<file path="config.mk">
export PLATFORM = sky130hd
export DESIGN_NAME = jpeg_lift
export DESIGN_NICKNAME = d
export VERILOG_FILES = /design/src/rtl/jpeg_lift.sv
export SDC_FILE = /design/constraint.sdc
export NUM_CORES = 1
export LEC_CHECK = 0
export CORE_ASPECT_RATIO = 0.8
export CORE_MARGIN = 3
export CORE_UTILIZATION = 40
export CTS_BUF_LIST = sky130_fd_sc_hd__clkbuf_4
export DETAILED_ROUTE_END_ITERATION = 10
export GPL_TIMING_DRIVEN = 0
export HOLD_SLACK_MARGIN = 0.15
export PLACE_DENSITY = 0.61
export SETUP_SLACK_MARGIN = 0.02
export SLEW_MARGIN = 20
export SYNTH_ARGS = -nofsm -noshare
export SYNTH_HDL_FRONTEND = slang
export SYNTH_SLANG_ARGS = --single-unit
</file>
<file path="constraint.sdc">
create_clock -name clk -period 5.4 [get_ports clk]
set_input_delay 1.08 -clock clk [delete_from_list [all_inputs] [get_ports clk]]
set_output_delay 1.08 -clock clk [all_outputs]
set_load 0.02 [all_outputs]
</file>
<file path="src/rtl/jpeg_lift.sv">
// rtl/jpeg_lift.sv - two-stage 5/3 integer lifting step (predict/update, forward/inverse) with saturation
module jpeg_lift #(
    parameter int W = 16
) (
    input  logic                clk,
    input  logic                rst_n,
    input  logic                vld_i,
    input  logic signed [W-1:0] l_s,
    input  logic signed [W-1:0] r_s,
    input  logic signed [W-1:0] s_s,
    input  logic                e_o_s,
    input  logic                f_i_s,
    output logic signed [W-1:0] res_s,
    output logic                vld_o,
    output logic                sat_o
);

    localparam int IW = W + 2;

    localparam logic signed [IW-1:0] MAX_V = {3'b000, {(W-1){1'b1}}};
    localparam logic signed [IW-1:0] MIN_V = {3'b111, {(W-1){1'b0}}};

    // Stage 1 state
    logic                 vld1_q;
    logic signed [IW-1:0] sum1_q;
    logic signed [W-1:0]  s1_q;
    logic                 e1_q;
    logic                 f1_q;

    logic signed [IW-1:0] l_ext;
    logic signed [IW-1:0] r_ext;
    logic signed [IW-1:0] bias;
    logic signed [IW-1:0] sum_d;

    assign l_ext = {{2{l_s[W-1]}}, l_s};
    assign r_ext = {{2{r_s[W-1]}}, r_s};
    // The update step rounds (l+r)/4 to nearest by pre-adding 2 before the shift
    assign bias  = e_o_s ? IW'(0) : IW'(2);
    assign sum_d = l_ext + r_ext + bias;

    always_ff @(posedge clk or negedge rst_n) begin
        if (!rst_n) begin
            vld1_q <= 1'b0;
            sum1_q <= '0;
            s1_q   <= '0;
            e1_q   <= 1'b0;
            f1_q   <= 1'b0;
        end else begin
            vld1_q <= vld_i;
            if (vld_i) begin
                sum1_q <= sum_d;
                s1_q   <= s_s;
                e1_q   <= e_o_s;
                f1_q   <= f_i_s;
            end
        end
    end

    // Stage 2 datapath
    logic signed [IW-1:0] s_ext;
    logic signed [IW-1:0] shifted;
    logic signed [IW-1:0] wide;
    logic signed [W-1:0]  clamped;
    logic                 sat_d;

    assign s_ext   = {{2{s1_q[W-1]}}, s1_q};
    // Arithmetic shift gives floor division (toward minus infinity)
    assign shifted = e1_q ? (sum1_q >>> 1) : (sum1_q >>> 2);
    // Forward predict and inverse update subtract; the other two add
    assign wide    = (e1_q == f1_q) ? (s_ext - shifted) : (s_ext + shifted);

    always_comb begin
        clamped = wide[W-1:0];
        sat_d   = 1'b0;
        if (wide > MAX_V) begin
            clamped = MAX_V[W-1:0];
            sat_d   = 1'b1;
        end else if (wide < MIN_V) begin
            clamped = MIN_V[W-1:0];
            sat_d   = 1'b1;
        end
    end

    always_ff @(posedge clk or negedge rst_n) begin
        if (!rst_n) begin
            res_s <= '0;
            vld_o <= 1'b0;
            sat_o <= 1'b0;
        end else begin
            vld_o <= vld1_q;
            sat_o <= vld1_q & sat_d;
            if (vld1_q) begin
                res_s <= clamped;
            end
        end
    end

endmodule

</file>
==> run_results.csv <==
group,metric,value,unit
run_status,run_status,"finished, final reports clean",
floorplanning,die-width,130,microns
synthesis,syn_area_per_cell,8.94,sq um
synthesis,synth_seq_area_share,27.7,%
pwr,cell_internal_pwr,1.47,mW
route,drt.antenna.violating_nets,0,
synthesis,synth_enable_flop_cells,0,
clocking,tritoncts,"built",
floorplanning,chipHeight,105,microns
hold_path,holdCritPathClass,"reg -> reg",
timing,fmax,193,MHz
critical_path,worst-r2r-cell-count,22,
synthesis,synthAdderAreaFrac,13.5,%
synthesis,synth.area.top_cells,"dfrtp_1, ha_1, mux2_2",
synthesis,syn_nets,650,
layout,antenna_cells_inserted,0,
synthesis,synthMostInstantiatedCell,"dfrtp_1",
layout,fin_nets,751,
synthesis,synth_simple_gate_area_share,15.0,%
global_routing,grt_first_pass_wirelength,21600,microns
clocking,cts.reportedPaths.clkPinSlew,0.17,ns
pwr,total_power,2.58,mW
synthesis,synth_common_cells,"dfrtp_1, ha_1, a21oi_1, o21ai_0, nand2_1",
pwr,power.clock.fraction,11.0,%
synthesis,yosys.area.top_type_share,27.7,%
route,drt_first_pass_iters,5,
route,vias,4606,
critical_path,end_kind,"register",
global_routing,global_route.overflow_total,0,
route,wl,13700,microns
global_routing,pin_count_of_the_biggest_net_entering_global_routing,55,
hold_path,hold_start,"res_s[15]",
timing,min_period_over_period,95.9,%
timing,slew_headroom,36.8,%
synthesis,synth_top_family_by_area,"compound AO/OA/AOI/OAI gates",
placed_design,dpl_worst_slack,-1.15,ns
layout,post_route_cells_drive_above_1_share,17.3,%
synthesis,synthCells,546,
synthesis,share_of_synthesized_flip_flops_with_an_asynchronous_set_or_reset,100,%
timing,timing.final.hold_violations,0,
pwr,power.switching_fraction,43.1,%
placed_design,placed_area,0.00577,sq mm
synthesis,synth_top_area_cell,"dfrtp_1",
critical_path,crit_path_end,"res_s[1]",
route,drc,0,
critical_path,worstSetupStartpointType,"register",
critical_path,r2r_slack,0.22,ns
critical_path,cp_slowest_cell,"dfrtp_2",
critical_path,required,5.71,ns
critical_path,rr_endpoint,"res_s[1]",
synthesis,syn-cell-area,0.00488,sq mm
synthesis,synth-warning-count,0,
synthesis,synth-xor-area-share,5.38,%
floorplanning,fp-row-count,35,
placed_design,buffer_ports.inserted,70,
clocking,htree_num_levels,2,
synthesis,synth.area.mux_share,7.56,%
floorplanning,die-area,0.0136,sq mm
floorplanning,floorplan.initialDensity,41.6,%
timing,final.min_clock_period,5.18,ns
route,violation_count_after_the_first_detailed_route_iteration,285,
synthesis,ys_ff_latch,54,
critical_path,reg2reg_from,"e1_q",
timing,setup_violations,0,
pwr,cellLeakagePower,2.60,nW
placed_design,hpwl,10400,microns
floorplanning,i_o_pin_total,71,
clocking,clockBufferDepth,2,
critical_path,family_with_the_most_delay_on_the_worst_path,"compound AO/OA/AOI/OAI gates",
layout,number_of_fillers_in_the_final_layout,1116,
floorplanning,floorplan.core_area,0.0117,sq mm
layout,fin_area,0.00629,sq mm
pwr,pwr-share-comb,65.7,%
layout,layout.cells.non_filler,796,
pwr,power.ir.vdd_worst,0.203,mV
pwr,power.density_cell_area,411,mW/mm^2
route,routedWlPerCell,17.2,microns
global_routing,grt_util_all_layers,19.6,%
layout,area_growth,28.9,%
synthesis,synth-main-ff-cell,"dfrtp_1",
critical_path,timing.critical_path.slowest_cell_delay,0.45,ns
placed_design,finalWeightedCongestion,0.895,
pwr,sequentialPowerShare,23.4,%
timing,rsz0062_at_grt,"false",
synthesis,synth_compound_gate_area_share,25.7,%
critical_path,crit_top_cell,"buf_8",
timing,post-route-worst-setup-slack,0.222,ns
critical_path,worst-endpoint-arrival,5.48,ns
critical_path,startpoint,"e1_q",
timing,clock_skew,0.0132,ns
timing,final_max_slew_viol_count,0,
critical_path,crit_path_max_fanout,5,
global_routing,antenna_found_initial,0,
layout,multi_input_comb_area,0.00345,sq mm
clocking,clock-sinks,54,
route,vias_per_inst,5.79,
critical_path,cp_num_cells,22,
job,maxCapViolations,0,
clocking,cts-buffers-inserted,5,
critical_path,cp.buffers_inverters,4,
critical_path,critPathKind,"reg -> reg",
synthesis,yosys.cell_types.count,69,
placed_design,placedCellCount,764,
clocking,clk_latency,0.40,ns
clocking,ctsHoldBuffers,0,
pwr,switchingPower,1.11,mW
global_routing,number_of_global_route_vias_before_repair,4337,
critical_path,worstPathCellList,"buf_8 > clkinvlp_4 > buf_8 > a21boi_4 > ha_4 > or3b_4 > o2bb2ai_2 > o21bai_4 > nand4bb_4 > or3_4 > a31oi_4 > o221ai_1 > ha_1 > nand2_1 > nor2_1 > a211oi_2 > nand3_1 > o31ai_2 > mux2i_2 > a31o_1 > buf_4 > a221o_2",
layout,sequential_cell_area,0.00135,sq mm
timing,least_margin_pin_slew,0.942,ns
clocking,ctsRootBufferMaster,"clkbuf_4",
==> flip-flops by register name, indices dropped and copies added, names as in the netlist <==
signal / flops
res_s: 16
e1_q: 1
vld1_q: 1
vld_o: 1
f1_q: 1
sat_o: 1
s1_q: 16
sum1_q: 17
==> worst register-to-register path, delay by kind of cell, from the launching register on <==
kind | cells | cell delay (ns)
compound gates | 9 | 1.94
mux | 1 | 0.15
buf+inv | 4 | 0.62
flops | 1 | 0.45
simple gates | 6 | 1.39
fa+ha+maj | 2 | 0.54
==> stage by stage <==
stage	TNS [ns]	hold WS [ns]	util (%)
floorplan	0	0.469	-
global placement	-18.09	0.488	49.1
detailed placement	-18.12	0.493	49.1
CTS	0	0.534	51.0
global route	0	0.548	53.6
finish	0	0.524	53.6
==> worst min-delay path by stage <==
stage,cells after the start,endpoint,slack [ns]
CTS,2,res_s[15],0.53
global placement,2,res_s[14],0.49
detailed placement,2,res_s[15],0.49
global route,1,res_s[3],0.55
finish,2,res_s[15],0.52
floorplan,0,vld_o,0.47
==> metal layers <==
layer,track usage [%],vias to the layer above,wire (microns)
met3,3.63,6,818
met5,0,-,0
met1,29.4,2217,6850
li1,-,2256,-
met4,2.45,0,67
met2,30.1,127,5990
==> kinds of logic after synthesis <==
family / after synthesis
adder cells (fa/ha/maj): 51
AO/OA/AOI/OAI: 176
multiplexers: 32
AND/OR/NAND/NOR: 144
XOR/XNOR: 30
buffers and inverters: 59
flip-flops: 54
==> cells in the final DEF (no fill, tap or decap), types with 6 or more instances in the layout <==
master,synthesis,layout
clkdlybuf4s50_1,0,69
dfrtp_1,54,53
ha_1,48,46
nand2_1,33,33
o21ai_0,34,33
nor2_1,31,30
a21oi_1,34,30
inv_1,27,26
mux2_2,26,26
buf_4,0,24
xnor2_1,19,19
clkbuf_1,22,18
nand3_1,14,13
nor3_1,13,12
o211ai_1,10,10
xor2_1,11,10
a21o_1,10,10
a221o_1,10,10
nor2b_1,9,9
a31oi_1,10,9
or3_1,8,7
nand2b_1,6,6
==> layout make-up <==
| type | count | area share (%) |
|---|---|---|
| inverter | 28 | 1.73 |
| clock buffer | 5 | 0.597 |
| tap | 148 | 2.94 |
| buffer | 30 | 2.84 |
| sequential | 54 | 21.5 |
| clock inverter | 3 | 1.01 |
| multi-input combinational | 433 | 54.9 |
| timing repair buffer | 95 | 14.5 |
==> power by group through the flow <==
| stage | Clock (mW) | Combinational, mW | Sequential (mW) |
|---|---|---|---|
| after floorplan | 0 | 1.00 | 0.668 |
| final | 0.284 | 1.70 | 0.604 |
| after CTS | 0.294 | 1.57 | 0.600 |
| after detailed placement | 0 | 1.50 | 0.607 |
| after global placement | 0 | 1.48 | 0.602 |
| after global routing | 0.306 | 1.85 | 0.617 |
==> timing repair <==
item	in CTS	in global routing
buffers inserted	7	15
gates resized for setup	17	38
endpoints found under the setup margin	17	17
endpoints found under the hold margin	0	0
pin swaps	3	15
gates cloned	0	3
No activity file was read; power rests on OpenSTA's default activity.
